**src/rtl/seg7_pkg.sv**
```systemverilog
`default_nettype none
//------------------------------------------------------------
// Module : seg7_pkg
// Brief  : hex glyph table (active-high) and counter sizing.
// Rev    : 1.0
//------------------------------------------------------------
package seg7_pkg;

  localparam logic [6:0] SEG_BLANK = 7'h00;

  // Index 0 is the rightmost entry; bit order is {g,f,e,d,c,b,a}.
  localparam logic [15:0][6:0] HEX_SEG = {
    7'h71, 7'h79, 7'h5E, 7'h39, 7'h7C, 7'h77, 7'h6F, 7'h7F,
    7'h07, 7'h7D, 7'h6D, 7'h66, 7'h4F, 7'h5B, 7'h06, 7'h3F
  };

  function automatic int cnt_width(input int n);
    return (n <= 1) ? 1 : $clog2(n);
  endfunction

endpackage
`default_nettype wire

```
**src/rtl/seg7_hex_decode.sv**
```systemverilog
`default_nettype none
//------------------------------------------------------------
// Module : seg7_hex_decode
// Brief  : nibble + blank to active-high segment pattern.
// Rev    : 1.0
//------------------------------------------------------------
module seg7_hex_decode
  import seg7_pkg::*;
(
  input  logic [3:0] nibble,
  input  logic       blank,
  output logic [6:0] seg_hi
);

  always_comb begin
    seg_hi = HEX_SEG[nibble];
    if (blank) seg_hi = SEG_BLANK;
  end

endmodule
`default_nettype wire

```
**src/rtl/seg7_scan_ctrl.sv**
```systemverilog
`default_nettype none
//------------------------------------------------------------
// Module : seg7_scan_ctrl
// Brief  : multiplexed N-digit 7-segment scanner with PWM/blink.
// Rev    : 1.0
//------------------------------------------------------------
module seg7_scan_ctrl
  import seg7_pkg::*;
#(
  parameter int DIGITS         = 4,
  parameter int SCAN_DIV       = 10000,
  parameter int BLINK_FRAMES   = 25,
  parameter bit SEG_ACTIVE_LOW = 1'b1,
  parameter bit AN_ACTIVE_LOW  = 1'b0
) (
  input  logic                  sysclk,
  input  logic                  reset,
  input  logic                  load,
  input  logic [4*DIGITS-1:0]   digits_in,
  input  logic [DIGITS-1:0]     dp_in,
  input  logic [DIGITS-1:0]     blink_in,
  input  logic                  lz_blank,
  input  logic [2:0]            brightness,
  output logic [6:0]            seg,
  output logic                  dp,
  output logic [DIGITS-1:0]     an,
  output logic                  frame_tick
);

  localparam int SW = cnt_width(SCAN_DIV);
  localparam int IW = cnt_width(DIGITS);
  localparam int FW = cnt_width(BLINK_FRAMES);
  localparam int PW = SW + 4;
  localparam logic [6:0]        SEG_OFF = {7{SEG_ACTIVE_LOW}};
  localparam logic [DIGITS-1:0] AN_OFF  = {DIGITS{AN_ACTIVE_LOW}};

  logic [SW-1:0]       r_slot_cnt;
  logic [IW-1:0]       r_dig_idx;
  logic [FW-1:0]       r_frame_cnt;
  logic                r_blink_phase;
  logic [2:0]          r_bright;
  logic [4*DIGITS-1:0] r_pend_dig, r_act_dig;
  logic [DIGITS-1:0]   r_pend_dp, r_act_dp, r_pend_blk, r_act_blk;

  logic                w_slot_wrap, w_frame_bnd;
  logic [3:0]          w_nib;
  logic                w_sel_dp, w_sel_blk, w_zero_tail, w_lz, w_blink_off, w_on;
  logic [DIGITS-1:0]   w_onehot, w_an_hi;
  logic [2:0]          w_bright_eff;
  logic [PW-1:0]       w_on_cycles;
  logic [6:0]          w_seg_hi;
  logic                w_dp_hi;

  always_comb begin
    w_slot_wrap = (r_slot_cnt == SW'(SCAN_DIV - 1));
    w_frame_bnd = w_slot_wrap && (r_dig_idx == IW'(DIGITS - 1));
  end

  always_ff @(posedge sysclk or posedge reset) begin
    if (reset) begin
      r_slot_cnt    <= '0;
      r_dig_idx     <= '0;
      r_frame_cnt   <= '0;
      r_blink_phase <= 1'b0;
      r_bright      <= '0;
    end else begin
      r_slot_cnt <= w_slot_wrap ? '0 : r_slot_cnt + SW'(1);
      if (w_slot_wrap) r_dig_idx <= w_frame_bnd ? '0 : r_dig_idx + IW'(1);
      if (r_slot_cnt == '0) r_bright <= brightness;
      if (w_frame_bnd) begin
        if (r_frame_cnt == FW'(BLINK_FRAMES - 1)) begin
          r_frame_cnt   <= '0;
          r_blink_phase <= ~r_blink_phase;
        end else begin
          r_frame_cnt <= r_frame_cnt + FW'(1);
        end
      end
    end
  end

  // A load on the boundary edge bypasses pending so it shows in the new frame.
  always_ff @(posedge sysclk or posedge reset) begin
    if (reset) begin
      r_pend_dig <= '0;
      r_pend_dp  <= '0;
      r_pend_blk <= '0;
      r_act_dig  <= '0;
      r_act_dp   <= '0;
      r_act_blk  <= '0;
    end else begin
      if (load) begin
        r_pend_dig <= digits_in;
        r_pend_dp  <= dp_in;
        r_pend_blk <= blink_in;
      end
      if (w_frame_bnd) begin
        r_act_dig <= load ? digits_in : r_pend_dig;
        r_act_dp  <= load ? dp_in     : r_pend_dp;
        r_act_blk <= load ? blink_in  : r_pend_blk;
      end
    end
  end

  // Walk from the most significant digit down so w_zero_tail covers k..DIGITS-1.
  always_comb begin
    w_nib       = '0;
    w_sel_dp    = 1'b0;
    w_sel_blk   = 1'b0;
    w_zero_tail = 1'b1;
    w_lz        = 1'b0;
    w_onehot    = '0;
    for (int k = DIGITS - 1; k >= 0; k--) begin
      w_zero_tail = w_zero_tail && (r_act_dig[4*k +: 4] == 4'h0);
      if (r_dig_idx == IW'(k)) begin
        w_nib       = r_act_dig[4*k +: 4];
        w_sel_dp    = r_act_dp[k];
        w_sel_blk   = r_act_blk[k];
        w_lz        = lz_blank && (k != 0) && w_zero_tail;
        w_onehot[k] = 1'b1;
      end
    end
  end

  always_comb begin
    w_bright_eff = (r_slot_cnt == '0) ? brightness : r_bright;
    w_on_cycles  = ((PW'(w_bright_eff) + PW'(1)) * PW'(SCAN_DIV)) >> 3;
    w_on         = PW'(r_slot_cnt) < w_on_cycles;
    w_blink_off  = w_sel_blk && r_blink_phase;
    w_dp_hi      = w_sel_dp && !w_blink_off;
    w_an_hi      = w_on ? w_onehot : '0;
  end

  seg7_hex_decode u_dec (
    .nibble (w_nib),
    .blank  (w_lz || w_blink_off),
    .seg_hi (w_seg_hi)
  );

  always_ff @(posedge sysclk or posedge reset) begin
    if (reset) begin
      seg        <= SEG_OFF;
      dp         <= SEG_ACTIVE_LOW;
      an         <= AN_OFF;
      frame_tick <= 1'b0;
    end else begin
      seg        <= w_seg_hi ^ SEG_OFF;
      dp         <= w_dp_hi ^ SEG_ACTIVE_LOW;
      an         <= w_an_hi ^ AN_OFF;
      frame_tick <= w_frame_bnd;
    end
  end

endmodule
`default_nettype wire

```
**config.mk**
```make
export PLATFORM = sky130hd
export DESIGN_NAME = seg7_scan_ctrl
export DESIGN_NICKNAME = d
export VERILOG_FILES = /design/src/rtl/seg7_pkg.sv /design/src/rtl/seg7_hex_decode.sv /design/src/rtl/seg7_scan_ctrl.sv
export SDC_FILE = /design/constraint.sdc
export NUM_CORES = 1
export LEC_CHECK = 0
export CAP_MARGIN = 20
export CORE_MARGIN = 1.5
export CORE_UTILIZATION = 44
export CTS_CLUSTER_SIZE = 10
export DETAILED_ROUTE_END_ITERATION = 8
export SLEW_MARGIN = 40
export SYNTH_ARGS = -nofsm -noshare
export SYNTH_HDL_FRONTEND = slang
export SYNTH_SLANG_ARGS = --single-unit
```
**constraint.sdc**
```tcl
create_clock -name sysclk -period 6.95 [get_ports sysclk]
set_clock_uncertainty 0.1 [all_clocks]
set_input_delay 0.695 -clock sysclk [delete_from_list [all_inputs] [get_ports sysclk]]
set_output_delay 0.695 -clock sysclk [all_outputs]
set_load 0.05 [all_outputs]
```
# == After elaboration in Yosys (flattened, before gate mapping) ==
# Memories as Yosys holds them, arrays and structs flattened.
# Cells that the tools add are included.
# word_totals
n_memories,1
inputBits,31
ff_bits,86
mem_bits_ro,112
# mem_list
name,depth,word_bits,read_ports,rd_clocked_by_memory_dff,write_ports,line,source
(name not given),16,7,1,0,0,seg7_hex_decode.sv:16,seg_hi = HEX_SEG[nibble];
# op_classes
n_mul,1
add_sub_neg,4
n_mux,30
magnitude_cmp,2
eq_ne,5
bitwise_logic,3
reduce_logical,16
# op_table
operator,n
$mux W4,7
$mux W1,16
$mux W16,1
$lt A14 B15 Y1,1
$add A14 B1 Y14 const B,1
$eq A14 B14 Y1 const B,1
$logic_not A14 Y1,1
$mul A4 B10 Y14 const B,1
$mux W14,1
$mux W7,2
$logic_not A4 Y1,3
$logic_and A1 B1 Y1,8
$not A7 Y7,1
$add A5 B1 Y5 const B,1
$eq A5 B5 Y1 const B,1
$lt A4 B5 Y1 const B,1
$mux W5,1
$add A3 B1 Y4 const B,1
$eq A2 B2 Y1 const B,2
$mux W3,1
$add A2 B1 Y2 const B,1
$eq A2 B1 Y1 const B,1
$logic_not A2 Y1,1
$mux W2,1
other kinds (4),5

# == Logic depth before layout (Yosys ltp) ==
# depth
ltp_word,9
mapped_depth,23
depth_no_buf,23

# == Cells and area by module ==
# From an unflattened synthesis, not the netlist that was laid out.
# hier_totals
hier_cells,412
area_unflattened_um2,4613.2
# by_module_without_submodules
module,cells_each,seq_area_each_um2,area_per_inst_um2,n_inst
seg7_scan_ctrl,379,2162.1,4344.2,1
seg7_hex_decode,33,0.0,269.0,1

# == Worst setup path after synthesis ==
# Ideal clock, no wire load.
# synth_timing
kind,reg-to-reg
startpoint,register r_slot_cnt[0]
endpoint,register an[0]
n_path_buf,0
setup_time_ns,0.142
t_arrival_ns,4.775
required_ns,6.708
path_stages_with_launch,24
setup_slack_ns,1.933
cell_sequence,dfrtp_1 -> inv_1 -> ha_1 -> nor4b_4 -> nand4_4 -> mux2_2 -> ha_1 -> xor2_2 -> inv_1 -> fa_1 -> inv_1 -> ha_1 -> ha_1 -> a21oi_1 -> nand2_1 -> a2111oi_0 -> or2b_1 -> xor2_1 -> ha_1 -> nand4_1 -> a21oi_1 -> nand4_1 -> a21oi_1 -> nor3b_1
# synth_between
elab_chain_cells,6
# synth_lines
item,line,source
from (decl),seg7_scan_ctrl.sv:37,logic [SW-1:0] r_slot_cnt;
from (signal assigned),seg7_scan_ctrl.sv:67,r_slot_cnt <= w_slot_wrap ? '0 : r_slot_cnt + SW'(1);
$logic_not A14 Y1,seg7_scan_ctrl.sv:125,w_bright_eff = (r_slot_cnt == '0) ? brightness : r_bright;
$mux W3,-,
via w_bright_eff[0],seg7_scan_ctrl.sv:49,logic [2:0] w_bright_eff;
$add A3 B1 Y4,seg7_scan_ctrl.sv:126,w_on_cycles = ((PW'(w_bright_eff) + PW'(1)) * PW'(SCAN_DIV)) >> 3;
$mul A4 B10 Y14,seg7_scan_ctrl.sv:126,
$lt A14 B15 Y1,seg7_scan_ctrl.sv:127,w_on = PW'(r_slot_cnt) < w_on_cycles;
$mux W4,seg7_scan_ctrl.sv:130,w_an_hi = w_on ? w_onehot : '0;
via w_an_hi[0],seg7_scan_ctrl.sv:48,"logic [DIGITS-1:0] w_onehot, w_an_hi;"
to (signal assigned),seg7_scan_ctrl.sv:148,an <= w_an_hi ^ AN_OFF;
to (decl),seg7_scan_ctrl.sv:26,"output logic [DIGITS-1:0] an,"
# The timed path passes the listed nets, and every way through them passes these cells.
# A chain may end at the register's enable or synchronous reset.

# == Worst setup path after layout ==
# Ends and elaborated chain as after synthesis.

==> results.py <==
metrics = {
    "logic_synthesis": {
        "synth_area_leaders": "dfrtp_1 42%, mux2_2 12%, ha_1 9.9%, dfstp_2 4.5%, inv_1 2.3%",
        "mappedNetlistArea_mm2": 0.00465,
        "synth.top_cells.by_count": "78 x dfrtp_1, 48 x mux2_2, 37 x ha_1, 28 x inv_1, 20 x nand2_1",
        "synth.net_count": 473,
        "synth_largest_type_area_fraction": 0.419,
        "most_instantiated_flip_flop_cell_in_the_synthesis_netlist": "dfrtp_1",
        "ys_seq_elements": 86,
        "yosysWarningCount": 0,
        "synth-edff-count": 0,
        "avg_inst_size_synth_um2": 11.5,
        "synthDominantAreaCellType": "dfrtp_1",
        "ys_async_sr_fraction": 1.00,
        "number_of_distinct_standard_cells_referenced_by_the_synthesized_netlist": 62,
        "yosysMostFrequentCell": "dfrtp_1",
        "synth-seq-area-share": 0.465,
        "synthesis.instances": 403,
    },
    "floorplan": {
        "die_area_mm2": 0.0112,
        "design.portCount": 44,
        "fp.dieW_um": 106,
        "rows": 37,
        "chip_height_um": 106,
        "initial_core_util": 0.453,
        "placeableCoreArea_mm2": 0.0103,
    },
    "detailed_routing": {
        "route.antenna.remaining_nets": 0,
        "vias_per_cell": 5.46,
        "route.vias.total": 3193,
        "total_detailed_routing_wirelength_um": 9280,
        "route.detailed.drc": 0,
        "drtIter0Drc": 146,
        "routedWlPerCell_um": 15.9,
        "dr.pass1.iters": 4,
    },
    "sta": {
        "grt_setup_unrepaired": "no",
        "finalMaxSlewViolations": 0,
        "finalCriticalPeriod_ns": 5.66,
        "setup_viol": 0,
        "final.period_utilization": 0.815,
        "relSlewSlack": 0.498,
        "timing_worst_slew_pin_value_ns": 0.746,
        "finalSetupTns_ns": 0,
        "fmax_ghz": 0.177,
        "report.final.hold_viol_count": 0,
        "final.hold.worst_slack_ns": 0.350,
    },
    "final_layout": {
        "area.growth.synth_to_final_pct": 15.5,
        "filler_instances": 949,
        "post_route_cells_drive_above_1_share": 0.189,
        "multi_input_area_mm2": 0.00231,
        "finalNetCount": 515,
        "register_area_mm2": 0.00216,
        "antenna_cells_inserted": 0,
    },
    "global_routing": {
        "first_pass_grt_wire_length_um": 16100,
        "grt_antenna_before_repair": 0,
        "grt_start_max_net_pins": 67,
        "grt_pass1_vias": 3181,
        "global_route.overflow_total": 0,
        "grtUsageTotal": 0.183,
    },
    "power": {
        "power_leakage_nw": 2.40,
        "power_density_mw_per_mm2": 180,
        "worst_ir_drop_vdd_mv": 0.0885,
        "p_total_mw": 0.967,
    },
    "clock_tree": {
        "cts.repair.resized": 0,
        "cts_tree": "done",
        "clock_tree.buffer_depth": 2,
        "numCtsBuffers": 9,
        "h-tree-depth": 3,
        "clock-sinks": 86,
        "cts_root_buffer": "clkbuf_8",
        "cts_hold_buf": 0,
        "post_cts_setup_buffers": 0,
        "worst_skew_late_latency_ns": 0.36,
        "cts.clk_slew.worst_paths_ns": 0.09,
    },
    "worst_setup_path": {
        "crit_required_ns": 7.08,
        "critical_path.startpoint_type": "register",
        "crit_path_kind": "reg -> reg",
        "kind_of_capture_point_of_the_worst_setup_path": "register",
        "crit_path_max_fanout": 9,
        "timing.critical_path.arrival_ns": 5.79,
    },
    "worst_hold_path": {
        "hold_path_class": "reg -> reg",
    },
    "placement": {
        "gp_routability_congestion": 0.791,
        "numPortBuffers": 43,
        "hpwlAfterDp_um": 6710,
    },
    "flow_run": {
        "cap_violations": 0,
    },
    "run_status": {
        "run_status": "complete, no violations",
    },
}
==> cells by family (layout without fill, tap and decap cells) <==
kind of cell | count (synthesis) | in the layout | share of synthesized area
and+or+nand+nor | 96 | 96 | 0.124
AOI/OAI and AO/OA | 69 | 69 | 0.0973
buffers and inverters | 42 | 88 | 0.0401
xor gates and xnor gates | 17 | 17 | 0.0336
muxes | 54 | 54 | 0.133
adders and majority gates | 39 | 39 | 0.108
DFF | 86 | 86 | 0.465
==> worst paths after layout <==
path / startpoint / to / slack, ns / depth (start not counted)
max: r_slot_cnt[0] / an[0] / 1.29 / 23
min: r_act_dp[0] / dp / 0.35 / 1
max in group asynchronous: reset / r_frame_cnt[3] / 5.34 / 3
min reg2reg: r_act_dp[0] / dp / 0.35 / 1
min in group asynchronous: reset / r_pend_dig[3] / 0.52 / 2
max reg2reg: r_slot_cnt[0] / an[0] / 1.29 / 23
==> flip-flops by register name (all words and copies together) (netlist names) <==
name / count
r_act_dig: 16
dp: 1
r_blink_phase: 1
r_pend_dp: 4
r_act_dp: 4
r_pend_blk: 4
r_slot_cnt: 14
r_bright: 3
r_pend_dig: 16
r_dig_idx: 2
an: 4
r_frame_cnt: 5
seg: 7
frame_tick: 1
r_act_blk: 4
==> metrics by stage <==
stage	cell area (um2)	setup WS (ns)	utilization	instances
after floorplan	4650	1.93	-	403
after global placement	5190	1.62	0.505	570
after detailed placement	5190	1.35	0.505	570
after CTS	5370	1.33	0.523	585
after global routing	5380	0.892	0.523	585
final	5380	1.29	0.523	585
==> critical path: stages (launching register included) <==
cell	delay [ns]
dfrtp_1	0.45
inv_1	0.09
ha_1	0.14
nor4b_4	0.30
nand4_4	0.22
mux2_2	0.37
ha_1	0.30
xor2_2	0.33
inv_1	0.15
fa_1	0.54
inv_1	0.05
ha_1	0.30
ha_1	0.22
a21oi_1	0.13
nand2_1	0.09
a2111oi_0	0.48
or2b_1	0.18
xor2_1	0.07
ha_1	0.33
nand4_1	0.10
a21oi_1	0.14
nand4_1	0.10
a21oi_1	0.26
nor3b_1	0.10
==> layer usage <==
metal,track usage,vias to the layer above,part of all wire
li1,-,1539,-
met1,0.255,1596,0.49
met2,0.280,46,0.47
met4,0.0647,0,0.014
met3,0.0408,12,0.031
met5,0,-,0
==> power breakdown <==
group | total, mW | internal (mW) | switching, mW
sequential | 0.519 | 0.515 | 0.00408
clock | 0.347 | 0.166 | 0.182
combinational | 0.101 | 0.0496 | 0.0515
total | 0.967 | 0.730 | 0.237
==> area by class of cell <==
class / count / area share
multi-input cells: 275 / 0.429
flip-flops and latches: 86 / 0.402
repair buffers: 44 / 0.0812
well taps: 136 / 0.0316
clock buffers: 10 / 0.0237
inverters: 29 / 0.0214
clock inverters: 5 / 0.0112
==> placed cells by master, fill, tap and decap left out, types with 4 or more instances in the layout <==
master | Yosys | routed
a221oi_1 | 4 | 4
nand4_1 | 8 | 8
xnor2_1 | 10 | 10
nor3b_1 | 6 | 6
dfstp_2 | 8 | 8
mux2_2 | 48 | 48
and4_1 | 4 | 4
nand2_1 | 20 | 20
inv_1 | 28 | 27
xor2_1 | 6 | 6
nand2b_1 | 4 | 4
ha_1 | 37 | 37
nor2_1 | 14 | 14
nand3_1 | 13 | 13
o221ai_1 | 4 | 4
clkdlybuf4s50_1 | 0 | 42
clkbuf_8 | 0 | 9
dfrtp_1 | 78 | 78
nor3_1 | 6 | 6
o21ai_0 | 19 | 19
mux2i_1 | 4 | 4
a21oi_1 | 16 | 16
No activity file was read; power rests on OpenSTA's default activity.
